[config.mk]
export PLATFORM = sky130hd
export DESIGN_NAME = alu_arbiter_flat
export DESIGN_NICKNAME = d
export VERILOG_FILES = /design/src/rtl/alu_arbiter_if.sv /design/src/rtl/alu_arbiter.sv /design/src/flat_wrapper.sv
export SDC_FILE = /design/constraint.sdc
export NUM_CORES = 1
export LEC_CHECK = 0
export BUFFER_PORTS_ARGS = -buffer_cell sky130_fd_sc_hd__clkbuf_2
export CAP_MARGIN = 10
export CORE_AREA = 2 2 209 211
export DETAILED_ROUTE_END_ITERATION = 16
export DIE_AREA = 0 0 211 213
export MAX_ROUTING_LAYER = met4
export PLACE_DENSITY_LB_ADDON = 0.15
export SLEW_MARGIN = 20
export SYNTH_ARGS = -nofsm -noshare
export SYNTH_HDL_FRONTEND = slang
export SYNTH_SLANG_ARGS = --single-unit
[constraint.sdc]
create_clock -name clk -period 1.6 [get_ports clk]
set_clock_uncertainty 0.15 [all_clocks]
set_input_delay 0.08 -clock clk [delete_from_list [all_inputs] [get_ports clk]]
set_output_delay 0.08 -clock clk [all_outputs]
set_load 0.01 [all_outputs]
[src/rtl/alu_arbiter_if.sv]
// Bundle between the two ALU requesters, the shared ALU, the result consumer and the arbiter.
// slave is the arbiter's view; master is everything around it.
interface alu_arbiter_if #(
    parameter int WIDTH = 64
);
    logic             req0_valid;
    logic             req0_ready;
    logic [WIDTH-1:0] req0_a;
    logic [WIDTH-1:0] req0_b;
    logic [1:0]       req0_ctrl;
    logic             req0_set_cc;

    logic             req1_valid;
    logic             req1_ready;
    logic [WIDTH-1:0] req1_a;
    logic [WIDTH-1:0] req1_b;
    logic [1:0]       req1_ctrl;
    logic             req1_set_cc;

    logic [WIDTH-1:0] alu_a;
    logic [WIDTH-1:0] alu_b;
    logic [1:0]       alu_control;
    logic [WIDTH-1:0] alu_ans;
    logic             alu_overflow;
    logic             alu_zf;
    logic             alu_sf;
    logic             alu_of;

    logic             rsp_valid;
    logic             rsp_ready;
    logic             rsp_id;
    logic [WIDTH-1:0] rsp_data;
    logic             rsp_overflow;

    logic             cc_zf;
    logic             cc_sf;
    logic             cc_of;

    modport slave (
        input  req0_valid, req0_a, req0_b, req0_ctrl, req0_set_cc,
        output req0_ready,
        input  req1_valid, req1_a, req1_b, req1_ctrl, req1_set_cc,
        output req1_ready,
        output alu_a, alu_b, alu_control,
        input  alu_ans, alu_overflow, alu_zf, alu_sf, alu_of,
        output rsp_valid, rsp_id, rsp_data, rsp_overflow,
        input  rsp_ready,
        output cc_zf, cc_sf, cc_of
    );

    modport master (
        output req0_valid, req0_a, req0_b, req0_ctrl, req0_set_cc,
        input  req0_ready,
        output req1_valid, req1_a, req1_b, req1_ctrl, req1_set_cc,
        input  req1_ready,
        input  alu_a, alu_b, alu_control,
        output alu_ans, alu_overflow, alu_zf, alu_sf, alu_of,
        input  rsp_valid, rsp_id, rsp_data, rsp_overflow,
        output rsp_ready,
        input  cc_zf, cc_sf, cc_of
    );
endinterface

[src/rtl/alu_arbiter.sv]
// Round-robin share of one combinational ALU between two requesters; result registered into a
// one-entry slot (latency 1). A full, unconsumed slot drops both readys; the CC register lives here.
module alu_arbiter #(
    parameter int WIDTH = 64
) (
    input logic          clk,
    input logic          rst_n,
    alu_arbiter_if.slave bus
);
    logic             any_valid;
    logic             grant;
    logic             slot_free;
    logic             accept;
    logic             sel_set_cc;
    logic             last_grant;

    logic             rsp_valid_q;
    logic             rsp_id_q;
    logic [WIDTH-1:0] rsp_data_q;
    logic             rsp_overflow_q;
    logic             cc_zf_q;
    logic             cc_sf_q;
    logic             cc_of_q;

    // grant is only meaningful while any_valid; a lone requester always wins.
    always_comb begin
        any_valid  = bus.req0_valid | bus.req1_valid;
        grant      = (bus.req0_valid & bus.req1_valid) ? ~last_grant : bus.req1_valid;
        slot_free  = ~rsp_valid_q | bus.rsp_ready;
        accept     = any_valid & slot_free;
        sel_set_cc = grant ? bus.req1_set_cc : bus.req0_set_cc;
    end

    assign bus.req0_ready  = accept & ~grant;
    assign bus.req1_ready  = accept & grant;

    assign bus.alu_a       = !any_valid ? '0    : (grant ? bus.req1_a    : bus.req0_a);
    assign bus.alu_b       = !any_valid ? '0    : (grant ? bus.req1_b    : bus.req0_b);
    assign bus.alu_control = !any_valid ? 2'b00 : (grant ? bus.req1_ctrl : bus.req0_ctrl);

    always_ff @(posedge clk or negedge rst_n) begin
        if (!rst_n) begin
            rsp_valid_q    <= 1'b0;
            rsp_id_q       <= 1'b0;
            rsp_data_q     <= '0;
            rsp_overflow_q <= 1'b0;
            cc_zf_q        <= 1'b1;
            cc_sf_q        <= 1'b0;
            cc_of_q        <= 1'b0;
            last_grant     <= 1'b1;
        end else if (accept) begin
            rsp_valid_q    <= 1'b1;
            rsp_id_q       <= grant;
            rsp_data_q     <= bus.alu_ans;
            rsp_overflow_q <= bus.alu_overflow;
            last_grant     <= grant;
            if (sel_set_cc) begin
                cc_zf_q <= bus.alu_zf;
                cc_sf_q <= bus.alu_sf;
                cc_of_q <= bus.alu_of;
            end
        end else if (bus.rsp_ready) begin
            // Drain only; payload registers keep their last value.
            rsp_valid_q <= 1'b0;
        end
    end

    assign bus.rsp_valid    = rsp_valid_q;
    assign bus.rsp_id       = rsp_id_q;
    assign bus.rsp_data     = rsp_data_q;
    assign bus.rsp_overflow = rsp_overflow_q;
    assign bus.cc_zf        = cc_zf_q;
    assign bus.cc_sf        = cc_sf_q;
    assign bus.cc_of        = cc_of_q;
endmodule

[src/flat_wrapper.sv]
// flat-port wrapper written by rule: the top's interface ports become plain ports
module alu_arbiter_flat 
#(
    parameter int WIDTH = 64
)
  (clk, rst_n, bus_req0_valid, bus_req0_a, bus_req0_b, bus_req0_ctrl, bus_req0_set_cc, bus_req0_ready, bus_req1_valid, bus_req1_a, bus_req1_b, bus_req1_ctrl, bus_req1_set_cc, bus_req1_ready, bus_alu_a, bus_alu_b, bus_alu_control, bus_alu_ans, bus_alu_overflow, bus_alu_zf, bus_alu_sf, bus_alu_of, bus_rsp_valid, bus_rsp_id, bus_rsp_data, bus_rsp_overflow, bus_rsp_ready, bus_cc_zf, bus_cc_sf, bus_cc_of);
  alu_arbiter_if #(.WIDTH(WIDTH)) bus_i ();
  input logic clk;
  input logic rst_n;
  input wire logic [$bits(bus_i.req0_valid)-1:0] bus_req0_valid;
  input wire logic [$bits(bus_i.req0_a)-1:0] bus_req0_a;
  input wire logic [$bits(bus_i.req0_b)-1:0] bus_req0_b;
  input wire logic [$bits(bus_i.req0_ctrl)-1:0] bus_req0_ctrl;
  input wire logic [$bits(bus_i.req0_set_cc)-1:0] bus_req0_set_cc;
  output wire logic [$bits(bus_i.req0_ready)-1:0] bus_req0_ready;
  input wire logic [$bits(bus_i.req1_valid)-1:0] bus_req1_valid;
  input wire logic [$bits(bus_i.req1_a)-1:0] bus_req1_a;
  input wire logic [$bits(bus_i.req1_b)-1:0] bus_req1_b;
  input wire logic [$bits(bus_i.req1_ctrl)-1:0] bus_req1_ctrl;
  input wire logic [$bits(bus_i.req1_set_cc)-1:0] bus_req1_set_cc;
  output wire logic [$bits(bus_i.req1_ready)-1:0] bus_req1_ready;
  output wire logic [$bits(bus_i.alu_a)-1:0] bus_alu_a;
  output wire logic [$bits(bus_i.alu_b)-1:0] bus_alu_b;
  output wire logic [$bits(bus_i.alu_control)-1:0] bus_alu_control;
  input wire logic [$bits(bus_i.alu_ans)-1:0] bus_alu_ans;
  input wire logic [$bits(bus_i.alu_overflow)-1:0] bus_alu_overflow;
  input wire logic [$bits(bus_i.alu_zf)-1:0] bus_alu_zf;
  input wire logic [$bits(bus_i.alu_sf)-1:0] bus_alu_sf;
  input wire logic [$bits(bus_i.alu_of)-1:0] bus_alu_of;
  output wire logic [$bits(bus_i.rsp_valid)-1:0] bus_rsp_valid;
  output wire logic [$bits(bus_i.rsp_id)-1:0] bus_rsp_id;
  output wire logic [$bits(bus_i.rsp_data)-1:0] bus_rsp_data;
  output wire logic [$bits(bus_i.rsp_overflow)-1:0] bus_rsp_overflow;
  input wire logic [$bits(bus_i.rsp_ready)-1:0] bus_rsp_ready;
  output wire logic [$bits(bus_i.cc_zf)-1:0] bus_cc_zf;
  output wire logic [$bits(bus_i.cc_sf)-1:0] bus_cc_sf;
  output wire logic [$bits(bus_i.cc_of)-1:0] bus_cc_of;
  assign bus_i.req0_valid = bus_req0_valid;
  assign bus_i.req0_a = bus_req0_a;
  assign bus_i.req0_b = bus_req0_b;
  assign bus_i.req0_ctrl = bus_req0_ctrl;
  assign bus_i.req0_set_cc = bus_req0_set_cc;
  assign bus_req0_ready = bus_i.req0_ready;
  assign bus_i.req1_valid = bus_req1_valid;
  assign bus_i.req1_a = bus_req1_a;
  assign bus_i.req1_b = bus_req1_b;
  assign bus_i.req1_ctrl = bus_req1_ctrl;
  assign bus_i.req1_set_cc = bus_req1_set_cc;
  assign bus_req1_ready = bus_i.req1_ready;
  assign bus_alu_a = bus_i.alu_a;
  assign bus_alu_b = bus_i.alu_b;
  assign bus_alu_control = bus_i.alu_control;
  assign bus_i.alu_ans = bus_alu_ans;
  assign bus_i.alu_overflow = bus_alu_overflow;
  assign bus_i.alu_zf = bus_alu_zf;
  assign bus_i.alu_sf = bus_alu_sf;
  assign bus_i.alu_of = bus_alu_of;
  assign bus_rsp_valid = bus_i.rsp_valid;
  assign bus_rsp_id = bus_i.rsp_id;
  assign bus_rsp_data = bus_i.rsp_data;
  assign bus_rsp_overflow = bus_i.rsp_overflow;
  assign bus_i.rsp_ready = bus_rsp_ready;
  assign bus_cc_zf = bus_i.cc_zf;
  assign bus_cc_sf = bus_i.cc_sf;
  assign bus_cc_of = bus_i.cc_of;
  alu_arbiter #(.WIDTH(WIDTH)) u_core (.clk(clk), .rst_n(rst_n), .bus(bus_i));
endmodule
Word level (Yosys, flattened, before mapping)
Index checks and enable logic that the tools add are counted.
{"block": "word_totals", "reg_bits": 71, "in_bits": 335, "output_inout_bits": 202, "elab_cells": 29}
{"block": "classes", "muxes": 10, "n_bitwise": 9, "reduce_logical": 2}
{"cell": "64-bit 2-to-1 mux", "count": 4}
{"cell": "1-bit AND", "count": 4}
{"cell": "1-bit 2-to-1 mux", "count": 4}
{"cell": "2-bit 2-to-1 mux", "count": 2}
{"cell": "1-bit inverter", "count": 3}
{"cell": "1-bit OR", "count": 2}
{"cell": "2-bit AND reduction", "count": 1}
{"cell": "2-bit nonzero test", "count": 1}

Logic depth before layout (Yosys ltp)
Gate-level depths: netlist of the first run.
{"block": "logic_depth", "depth_word": 4, "depth_mapped": 7, "depth_no_buf": 4}

Worst setup path after synthesis of the first run
No wires, ideal clock.
{"block": "synth_path", "path_type": "reg-to-reg", "from": "register u_core.last_grant", "to": "register u_core.cc_of_q (netlist: u_core.bus.cc_of)", "setup_ps": 128, "arrival_time_ps": 1348, "setup_slack_ps": -26, "path_stages_with_launch": 6, "n_path_buf": 1, "synth_period_minus_slack_ps": 1626, "cell_sequence": "dfstp_2 > a21boi_4 > buf_6 > and2_4 > o2bb2ai_2 > mux2_1"}
{"block": "synth_via", "elab_chain_cells": 4}
{"element": "start, declared", "line_no": "alu_arbiter.sv:15", "rtl": "logic last_grant;"}
{"element": "start signal, assigned", "line_no": "alu_arbiter.sv:56", "rtl": "last_grant <= grant;"}
{"element": "1-bit inverter", "line_no": "alu_arbiter.sv:28", "rtl": "grant = (bus.req0_valid & bus.req1_valid) ? ~last_grant : bus.req1_valid;"}
{"element": "1-bit 2-to-1 mux", "line_no": "alu_arbiter.sv:28"}
{"element": "1-bit 2-to-1 mux", "line_no": "alu_arbiter.sv:31", "rtl": "sel_set_cc = grant ? bus.req1_set_cc : bus.req0_set_cc;"}
{"element": "2-bit AND reduction (no source line)"}
{"element": "end signal, assigned", "line_no": "alu_arbiter.sv:60", "rtl": "cc_of_q <= bus.alu_of;"}
{"element": "end, declared", "line_no": "alu_arbiter.sv:23", "rtl": "logic cc_of_q;"}
No other way between the ends.
A chain may end at the register's enable or synchronous reset.

Final worst setup path of the first run
{"block": "layout_path", "from": "register u_core.last_grant", "to": "output port bus_alu_a[18]"}
{"block": "layout_via", "elab_chain_cells": 4}
{"element": "1-bit inverter", "line_no": "alu_arbiter.sv:28"}
{"element": "1-bit 2-to-1 mux", "line_no": "alu_arbiter.sv:28"}
{"element": "64-bit 2-to-1 mux (2 in a row)", "line_no": "alu_arbiter.sv:37", "rtl": "assign bus.alu_a = !any_valid ? '0 : (grant ? bus.req1_a : bus.req0_a);"}
{"element": "end, declared", "line_no": "flat_wrapper.sv:22", "rtl": "output wire logic [$bits(bus_i.alu_a)-1:0] bus_alu_a;"}
No other way between the ends.

==> results of run 1 <==
-- registers in the layout, summed over array words and instances (netlist names) --
name and cells:
u_core.bus.cc_sf 1, u_core.bus.rsp_id 1, u_core.bus.rsp_data 64, u_core.bus.cc_zf 1, u_core.bus.rsp_overflow 1, u_core.bus.rsp_valid 1
u_core.last_grant 1, u_core.bus.cc_of 1
-- per-stage QoR --
stage	cell area, µm²	setup WS (ps)
2_1_floorplan	4530	-24.6
3_3_place_gp	8120	-292
3_5_place_dp	8120	-299
4_1_cts	9630	-414
5_1_grt	10600	-436
6_report	10600	-376
-- final timing paths --
kind | to | from | slack [ps]
worst min-delay path | u_core.bus.rsp_data[10]$_DFFE_PN0P_ | rst_n | 30
worst max register to register | u_core.bus.cc_sf$_DFFE_PN0P_ | u_core.last_grant$_DFFE_PN1P_ | -170
worst min register to register | u_core.bus.rsp_data[47]$_DFFE_PN0P_ | u_core.bus.rsp_data[47]$_DFFE_PN0P_ | 320
min in group clk | u_core.bus.rsp_valid$_DFFE_PN0P_ | bus_req0_valid | 40
max in group asynchronous | u_core.bus.cc_zf$_DFFE_PN1P_ | rst_n | 700
worst max-delay path | bus_alu_a[18] | u_core.last_grant$_DFFE_PN1P_ | -380
-- Yosys cell counts (all sizes together), types with 2 or more instances --
master | n | share of area [%]
buf | 26 | 2.8
o21ai | 133 | 15
clkbuf | 31 | 2.6
nand2 | 459 | 38
nor2 | 2 | 0.17
mux2 | 3 | 0.75
dfstp | 2 | 1.2
dfrtp | 69 | 38
-- layout by cell type, fill, tap and decap left out, types with 4 or more instances in the layout --
| master | instances |
|---|---|
| nand2_4 | 18 |
| dfrtp_1 | 69 |
| o21ai_4 | 15 |
| diode_2 | 4 |
| buf_16 | 9 |
| clkbuf_16 | 21 |
| o21ai_0 | 5 |
| o21ai_1 | 56 |
| buf_12 | 17 |
| nand2_2 | 34 |
| buf_8 | 9 |
| clkbuf_2 | 415 |
| buf_4 | 16 |
| dlygate4sd3_1 | 70 |
| buf_6 | 20 |
| nand2_1 | 407 |
| o21ai_2 | 57 |
| buf_2 | 101 |
-- timing repair --
action | CTS | global route
hold buffers | 70 | 0
resized for setup | 137 | 329
setup endpoints to repair | 133 | 189
gates cloned | 7 | 17
hold endpoints to repair | 139 | 0
setup buffers | 5 | 2
pin swaps | 20 | 33
-- metal layers --
layer	up-vias	share of wire [%]	track usage, %
met5	-	0	-
li1	3569	-	-
met2	304	51	22.2
met1	3247	41	14.8
met3	19	6.5	2.31
met4	0	1.6	1.94
-- cell type report --
class,instances,area (µm²)
inverter,1,3.75
clock buffer,10,239
antenna,4,10.0
timing repair buffer,669,4650
fill,4778,32100
sequential,71,1780
tap,546,683
clock inverter,6,68.8
multi-input combinational,603,3120
-- where the power goes --
group / internal (mW) / leakage, nW / switching (mW)
Combinational: 1.77 / 4.76 / 1.89
Clock: 1.26 / 0.149 / 0.852
Sequential: 2.05 / 0.860 / 0.131
Total: 5.08 / 5.77 / 2.87
-- critical path: stages, from the launching register on --
cell and delay [ps]:
dfstp_2 550, a21boi_4 70, buf_12 150, buf_12 150
clkbuf_16 180, o21ai_4 170, buf_6 130
-- cells by family after synthesis --
family          count (synthesis)
mux                             3
flops                          71
buf+inv                        58
compound gates                137
simple gates                  463
==> impl_results.md, run 1 <==
- Htree depth: 3
- #FFs+latches synth: 71
- Area Growth Syn to Fin: 134%
- Drt via density: 3.74
- Post-synthesis average cell area: 6.17 µm²
- Failing checks: setup timing
- Post-synthesis mux area share: 0.748%
- Util after Layout: 24.7%
- Post-synthesis sequential area ratio: 39.4%
- TNS Setup: -42,140 ps
- Post-Synthesis Cells: 732
- Final ANT Viol Nets: 0
- Critical path class: reg2out
- Initial DRT Pass Iterations: 4
- CTS tree: done
- Clk slew on worst S/H paths: 70 ps
- Simple-gate area share of the yosys netlist: 38.6%
- Finished Layout Cells: 1,910
- Distinct cells, synth: 18
- Synth Area in Compound Gates: 15.8%
- Hold Crit Class: in2async
- Post-synthesis async set-or-reset flop share: 100%
- Total GRT Usage: 12.4%
- Max-cap violations: 0
- Vias: 7,139
- Num rows: 76
- Post-synthesis adder-cell area fraction: 0%
- CP required: 1370 ps
- Fin crit share: 124%
- IO buf count: 536
- Largest net degree at the start of global routing: 69
- Worst-margin pin slew: 498 ps
- RSZ-0062 raised after global routing: true
- Die Y: 213 µm
- Total Nets Final: 1,690
- Vias in the first global route: 6,578
- Max clock buf depth: 2
- Largest family of logic cells by synthesized area: simple AND/OR/NAND/NOR gates
- Crit path DAT: 1750 ps
- Power Density: 753 nW/µm²
- Setup violators final: 135
- Die X: 211 µm
- # DRC: 0
- Peak VDD IR: 0.520 mV
- Xor/xnor cell area share of the yosys netlist: 0%
- Die footprint: 44,900 µm²
- Critical path peak fanout: 7
- Dpl cells: 1,793
- Worst-Skew Late Latency: 320 ps
- Mapped Nets: 1,067
- Routability cong.: 0.798
- Overflow after GRT: 0
- Worst hold slack: 33.1 ps
- Total clock sinks: 71
- Synth Warn #: 0
- Routed WL per cell: 16.6 µm
- HPWL after DPL: 23.6 mm
- Layout cells sized above 1: 55.1%
- CTS Buf Count: 9
- Initial antenna violation count: 5
- Post-Syn Area: 4520 µm²
- Min Tclk post-route: 1980 ps
- Leak pwr: 5.77 nW
- Final WS setup: -376 ps
- Starting Density: 10.6%
- Initial drt markers: 410
- Power, Total: 7.95 mW
- Worst setup EP type: output pin
- Slew headroom: 66.7%
- Endpoints failing hold: 0
- Setup crit start kind: flop
- Final WL: 31.7 mm
- Final slew viol count: 0
- Status: finished with violations
- Top_reg_cell synth: dfrtp_1
- EDFF count, synth: 0
- Root Buffer: clkbuf_16
- Global-route wire length before repair: 40.5 mm
- FF-to-FF path depth: 6
- Fmax: 506 MHz
- Core region area: 42,700 µm²
- Ports: 537
No activity file was read; power rests on OpenSTA's default activity.
==> run 2: changes to the inputs <==
==> constraint.sdc (replaced) <==
create_clock -name clk -period 1.6 [get_ports clk]
set_clock_uncertainty 0.15 [all_clocks]
set_input_delay 0.08 -clock clk [delete_from_list [all_inputs] [get_ports clk]]
set_output_delay 0.08 -clock clk [all_outputs]
set_load 0.05 [all_outputs]
==> run 2 against run 1 <==
Net effect:
- the run still ends with setup timing left
- utilization increased by 3.9 points
- final cell count increased by 0.10%
- highest routed layer unchanged
- via count decreased by 0.78%
- cell area increased by 16%
==> impl_results.md, run 2 (same netlist as run 1, synthesis figures left out) <==
- Reg2Reg Setup Slack: -180 ps (about the same)
- Num rows: 76 (unchanged)
- Met2 usage: 23.5% (+1.3 points)
- IO buf count: 536 (unchanged)
- Ports: 537 (unchanged)
- Status: finished with violations
- Critical path class: reg2out
- Finished Layout Cells: 1,912 (+0.10%)
- Core region area: 42,700 µm² (unchanged)
- Most common cell after layout, fill and taps aside: nand2_1
- Starting Density: 10.6% (unchanged)
- Drt via density: 3.70 (-0.89%)
- Total GRT Usage: 14.1% (+1.7 points)
- Crit path DAT: 1810 ps (+60 ps)
- Final ANT Viol Nets: 0 (unchanged)
- Most frequent cells in the layout: nand2_1, clkbuf_2, buf_12
- Dpl cells: 1,807 (+0.78%)
- Max reg flops: 64 (unchanged)
- Power, Total: 10.6 mW (+34%)
- Max-cap violations: 0 (unchanged)
- Hold Crit Class: in2async
- Filler cell count: 4,695 (-1.7%)
- Largest net degree at the start of global routing: 51 (-26%)
- Critical path peak fanout: 22 (+15)
- GRT busiest layer: met2
- Fmax: 490 MHz (-3.2%)
- Die footprint: 44,900 µm² (unchanged)
- Max clock buf depth: 2 (unchanged)
- Layout cells sized above 1: 57.2% (+2.2 points)
- RSZ-0062 raised after global routing: true
- CTS Buf Count: 9 (unchanged)
- R2r startpoint: u_core.last_grant$_DFFE_PN1P_
- Htree depth: 3 (unchanged)
- Reg2reg end: u_core.bus.cc_of$_DFFE_PN0P_
- Area Growth Syn to Fin: 171%
- Total Nets Final: 1,687 (-0.18%)
- CP required: 1370 ps (about the same)
- Met3 usage: 4.68% (+2.4 points)
- Die X: 211 µm (unchanged)
- Leak pwr: 6.15 nW (+6.6%)
- Failing checks: setup timing
- Final WL: 32.9 mm (+3.6%)
- Setup violators final: 135 (unchanged)
- Fin crit share: 128% (+4.1 points)
- Design Area, Final: 12,200 µm² (+16%)
- Min Tclk post-route: 2040 ps (+66.4 ps)
- Die Y: 213 µm (unchanged)
- CTS tree: done
- GR met1 Demand/Resource: 16.0% (+1.2 points)
- Endpoints failing hold: 0 (unchanged)
- Initial DRT Pass Iterations: 4 (unchanged)
- Util after Layout: 28.7% (+3.9 points)
- Slew headroom: 69.9% (+3.3 points)
- Routability cong.: 0.844 (+5.8%)
- Root Buffer: clkbuf_16
- Worst hold slack: 30.2 ps (-2.96 ps)
- Power Density: 867 nW/µm² (+15%)
- Final slew viol count: 0 (unchanged)
- Final WS setup: -443 ps (-66.4 ps)
- Peak VDD IR: 0.575 mV (+11%)
- Vias in the first global route: 7,286 (+11%)
- Initial drt markers: 264 (-36%)
- Setup crit start kind: flop
- Total clock sinks: 71 (unchanged)
- Post-DP Area: 9910 µm² (+22%)
- Vias: 7,083 (-0.78%)
- Clk slew on worst S/H paths: 60 ps (about the same)
- # DRC: 0 (unchanged)
- Worst-Skew Late Latency: 340 ps (+20 ps)
- FF-to-FF path depth: 6 (unchanged)
- Worst-margin pin slew: 449 ps (-49.1 ps)
- Initial antenna violation count: 10 (+5)
- Overflow after GRT: 0 (unchanged)
- Global-route wire length before repair: 45.6 mm (+12%)
- Worst setup EP type: output pin
- Routed WL per cell: 17.2 µm (+3.5%)
- HPWL after DPL: 27.1 mm (+15%)
-- run 2: changes by cell type in the layout (fill, tap and decap cells not counted), moves of 9 or more --
cell	previous run	this run
buf_2	101	0
buf_12	17	105
o21ai_4	15	62
o21ai_1	56	14
buf_8	9	30
buf_4	16	36
nand2_1	407	423
clkbuf_2	415	402
buf_6	20	9
nand2_4	18	8
clkbuf_16	21	12
-- run 2: per-stage QoR --
stage                     setup WS, ps  setup TNS, ps
after CTS                         -460         -50590
after floorplan                   -261         -26410
after detailed placement          -107          -4690
after global routing              -517         -55840
final                             -443         -46790
after global placement           -96.4          -2520
-- run 2: layer usage --
metal  share of wire [%]  vias up  wire (µm)
li1                    -     3575          -
met1                  40     3196      13100
met2                  50      290      16500
met3                 8.2       22       2680
met4                 2.0        0        653
met5                   0        -          0
-- run 2: final cells by class --
| class | instances | area [µm²] | share of cell area, % |
|---|---|---|---|
| sequential | 71 | 1780 | 14.6 |
| antenna | 10 | 25.0 | 0.205 |
| clock inverter | 5 | 33.8 | 0.276 |
| multi-input combinational | 603 | 3570 | 29.2 |
| inverter | 1 | 3.75 | 0.0307 |
| clock buffer | 10 | 239 | 1.95 |
| tap | 546 | 683 | 5.58 |
| timing repair buffer | 666 | 5900 | 48.2 |
-- run 2: worst max path at each step --
| stage | startpoint | end | slack, ps |
|---|---|---|---|
| after global routing | u_core.last_grant$_DFFE_PN1P_ | bus_alu_b[36] | -520 |
| after CTS | u_core.last_grant$_DFFE_PN1P_ | bus_alu_a[10] | -460 |
| final | u_core.last_grant$_DFFE_PN1P_ | bus_alu_a[10] | -440 |
| after global placement | u_core.last_grant$_DFFE_PN1P_ | bus_alu_a[18] | -100 |
| after floorplan | u_core.last_grant$_DFFE_PN1P_ | bus_alu_a[12] | -260 |
| after detailed placement | u_core.last_grant$_DFFE_PN1P_ | bus_alu_b[47] | -110 |
-- run 2: critical path: stages (launching register included) --
cell	delay, ps
dfstp_2	560
a21boi_4	70
buf_12	160
buf_12	180
buf_4	160
nand2_1	100
o21ai_4	70
buf_12	140
-- run 2: what timing repair did --
action	4_1_cts	5_1_grt
setup endpoints to repair	139	136
hold buffers	71	0
buffers inserted	0	5
hold endpoints to repair	141	0
pin swaps	7	17
gates resized for setup	158	131
cloned	1	3
-- run 2: power by group --
part	switching, mW	internal (mW)
sequential	0.132	2.05
combinational	3.97	2.56
clock	0.819	1.08
total	4.92	5.70
==> run 3: changes to the inputs <==
--- a/config.mk
+++ b/config.mk
@@ -10,7 +10,6 @@
 export CORE_AREA = 2 2 209 211
 export DETAILED_ROUTE_END_ITERATION = 16
 export DIE_AREA = 0 0 211 213
-export MAX_ROUTING_LAYER = met4
 export PLACE_DENSITY_LB_ADDON = 0.15
 export SLEW_MARGIN = 20
 export SYNTH_ARGS = -nofsm -noshare
==> run 3 against run 2 <==
Net effect:
- highest routed layer is now met5
- largest power group unchanged
- sequential power about the same
- final cell count down 0.16%
- register-to-register slack about the same
- the flow still finishes with violations (setup timing)
==> impl_results.md, run 3 (same netlist as run 1, synthesis figures left out) <==
- Status: finished with violations
- Failing checks: setup timing
- Critical path peak fanout: 22 (unchanged)
- Htree depth: 3 (unchanged)
- Routability cong.: 0.832 (-1.5%)
- Vias in the first global route: 7,268 (-0.25%)
- Starting Density: 10.6% (unchanged)
- CTS Buf Count: 9 (unchanged)
- Fmax: 491 MHz (+0.21%)
- Reg2reg end: u_core.bus.cc_of$_DFFE_PN0P_
- Initial antenna violation count: 10 (unchanged)
- Die footprint: 44,900 µm² (unchanged)
- Ports: 537 (unchanged)
- Total GRT Usage: 13.7% (-0.40 points)
- Hold Crit Class: in2async
- Initial drt markers: 249 (-5.7%)
- FF-to-FF path depth: 6 (unchanged)
- Routed WL per cell: 17.2 µm (+0.17%)
- Most frequent cells in the layout: nand2_1, clkbuf_2, buf_12
- Worst hold slack: 35.5 ps (+5.35 ps)
- Final WL: 32.9 mm (about the same)
- Final WS setup: -438 ps (+4.26 ps)
- Root Buffer: clkbuf_16
- Area Growth Syn to Fin: 171% (about the same)
- Crit-path cells: a21boi_4 > buf_12 > buf_12 > buf_4 > nand2_1 > o21ai_4 > buf_12
- # DRC: 0 (unchanged)
- HPWL after DPL: 27.1 mm (unchanged)
- Max reg flops: 64 (unchanged)
- Crit-path max cell delay: 560 ps (about the same)
- Max-cap violations: 0 (unchanged)
- Most common cell after layout, fill and taps aside: nand2_1
- Endpoints failing hold: 0 (unchanged)
- Min Tclk post-route: 2040 ps (-4.26 ps)
- Die Y: 213 µm (unchanged)
- Die X: 211 µm (unchanged)
- Max clock buf depth: 2 (unchanged)
- CTS tree: done
- Vias: 7,069 (-0.20%)
- Setup violators final: 135 (unchanged)
- CP required: 1370 ps (about the same)
- Slowest cell on crit path: dfstp_2
- Slew headroom: 69.8% (-0.12 points)
- Final slew viol count: 0 (unchanged)
- Total Nets Final: 1,687 (unchanged)
- Util after Layout: 28.6% (about the same)
- Global-route wire length before repair: 45.8 mm (+0.33%)
- IO buf count: 536 (unchanged)
- Most frequent CP cell: buf_12
- Worst setup EP type: output pin
- Critical path class: reg2out
- Peak VDD IR: 0.574 mV (-0.14%)
- Reg2Reg Setup Slack: -180 ps (about the same)
- Layout cells sized above 1: 57.2% (unchanged)
- Overflow after GRT: 0 (unchanged)
- TNS Setup: -46,310 ps (+486 ps)
- Final ANT Viol Nets: 0 (unchanged)
- Core region area: 42,700 µm² (unchanged)
- R2r startpoint: u_core.last_grant$_DFFE_PN1P_
- RSZ-0062 raised after global routing: true
- Crit path DAT: 1810 ps (about the same)
- Total clock sinks: 71 (unchanged)
- Initial DRT Pass Iterations: 4 (unchanged)
- Setup crit start kind: flop
- Power Density: 867 nW/µm² (about the same)
- Largest net degree at the start of global routing: 51 (unchanged)
- Num rows: 76 (unchanged)
- Clk slew on worst S/H paths: 60 ps (about the same)
- Worst-Skew Late Latency: 340 ps (about the same)
- Fin crit share: 127% (-0.27 points)
- Leak pwr: 6.15 nW (about the same)
- Worst-margin pin slew: 451 ps (+1.81 ps)
- Drt via density: 3.70 (about the same)
-- run 3: changes by cell type in the layout (fill, tap and decap cells not counted) --
cell,delta
diode_2,-3
buf_8,-1
clkbuf_8,+1
-- run 3: metrics by stage --
step	setup slack [ps]	total power, mW	instances	cell area [µm²]
after floorplan	-261	5.41	732	4900
after global placement	-96.4	7.93	1807	9910
after detailed placement	-107	7.93	1807	9910
after CTS	-460	10.4	1894	11600
after global routing	-518	11.1	1909	12200
final	-438	10.6	1909	12200
-- run 3: cell type report --
class / instances / area [µm²]
diodes: 7 / 17.5
clock buffers: 10 / 239
clock inverters: 5 / 33.8
fillers: 4696 / 30500
inverters: 1 / 3.75
multi-input cells: 603 / 3570
flip-flops and latches: 71 / 1780
well taps: 546 / 683
repair buffers: 666 / 5900
-- run 3: how the worst max path moves through the flow --
stage | start | end | slack [ps] | cells past startpoint
3_5_place_dp | u_core.last_grant$_DFFE_PN1P_ | bus_alu_b[47] | -110 | 6
3_3_place_gp | u_core.last_grant$_DFFE_PN1P_ | bus_alu_a[18] | -100 | 6
6_report | u_core.last_grant$_DFFE_PN1P_ | bus_alu_a[10] | -440 | 7
2_1_floorplan | u_core.last_grant$_DFFE_PN1P_ | bus_alu_a[12] | -260 | 6
4_1_cts | u_core.last_grant$_DFFE_PN1P_ | bus_alu_a[10] | -460 | 7
5_1_grt | u_core.last_grant$_DFFE_PN1P_ | bus_alu_b[36] | -520 | 6
-- run 3: critical path: cells and delay by family, from the launching register on --
kind	cells	cell delay, ps
AND/OR/NAND/NOR	1	100
flip-flops	1	560
buffers and inverters	4	640
AO/OA/AOI/OAI	2	140
-- run 3: power by group --
| part | total, mW | switching [mW] | internal (mW) | leakage, nW |
|---|---|---|---|---|
| Sequential | 2.18 | 0.132 | 2.05 | 0.860 |
| Clock | 1.89 | 0.805 | 1.08 | 0.131 |
| Combinational | 6.53 | 3.97 | 2.56 | 5.16 |
-- run 3: routing by layer --
metal	wire length, µm	global-route usage [%]	share of wire (%)
met2	16500	23.5	50
met3	2920	4.94	8.9
met1	12800	15.8	39
met4	680	4.66	2.1
met5	40	0	0.12
-- run 3: repair_timing --
action	in CTS	in global routing
cloned	1	3
hold endpoints to repair	141	0
resized for setup	158	130
setup buffers	0	5
pin swaps	7	17
hold buffers	71	0
setup endpoints to repair	139	136
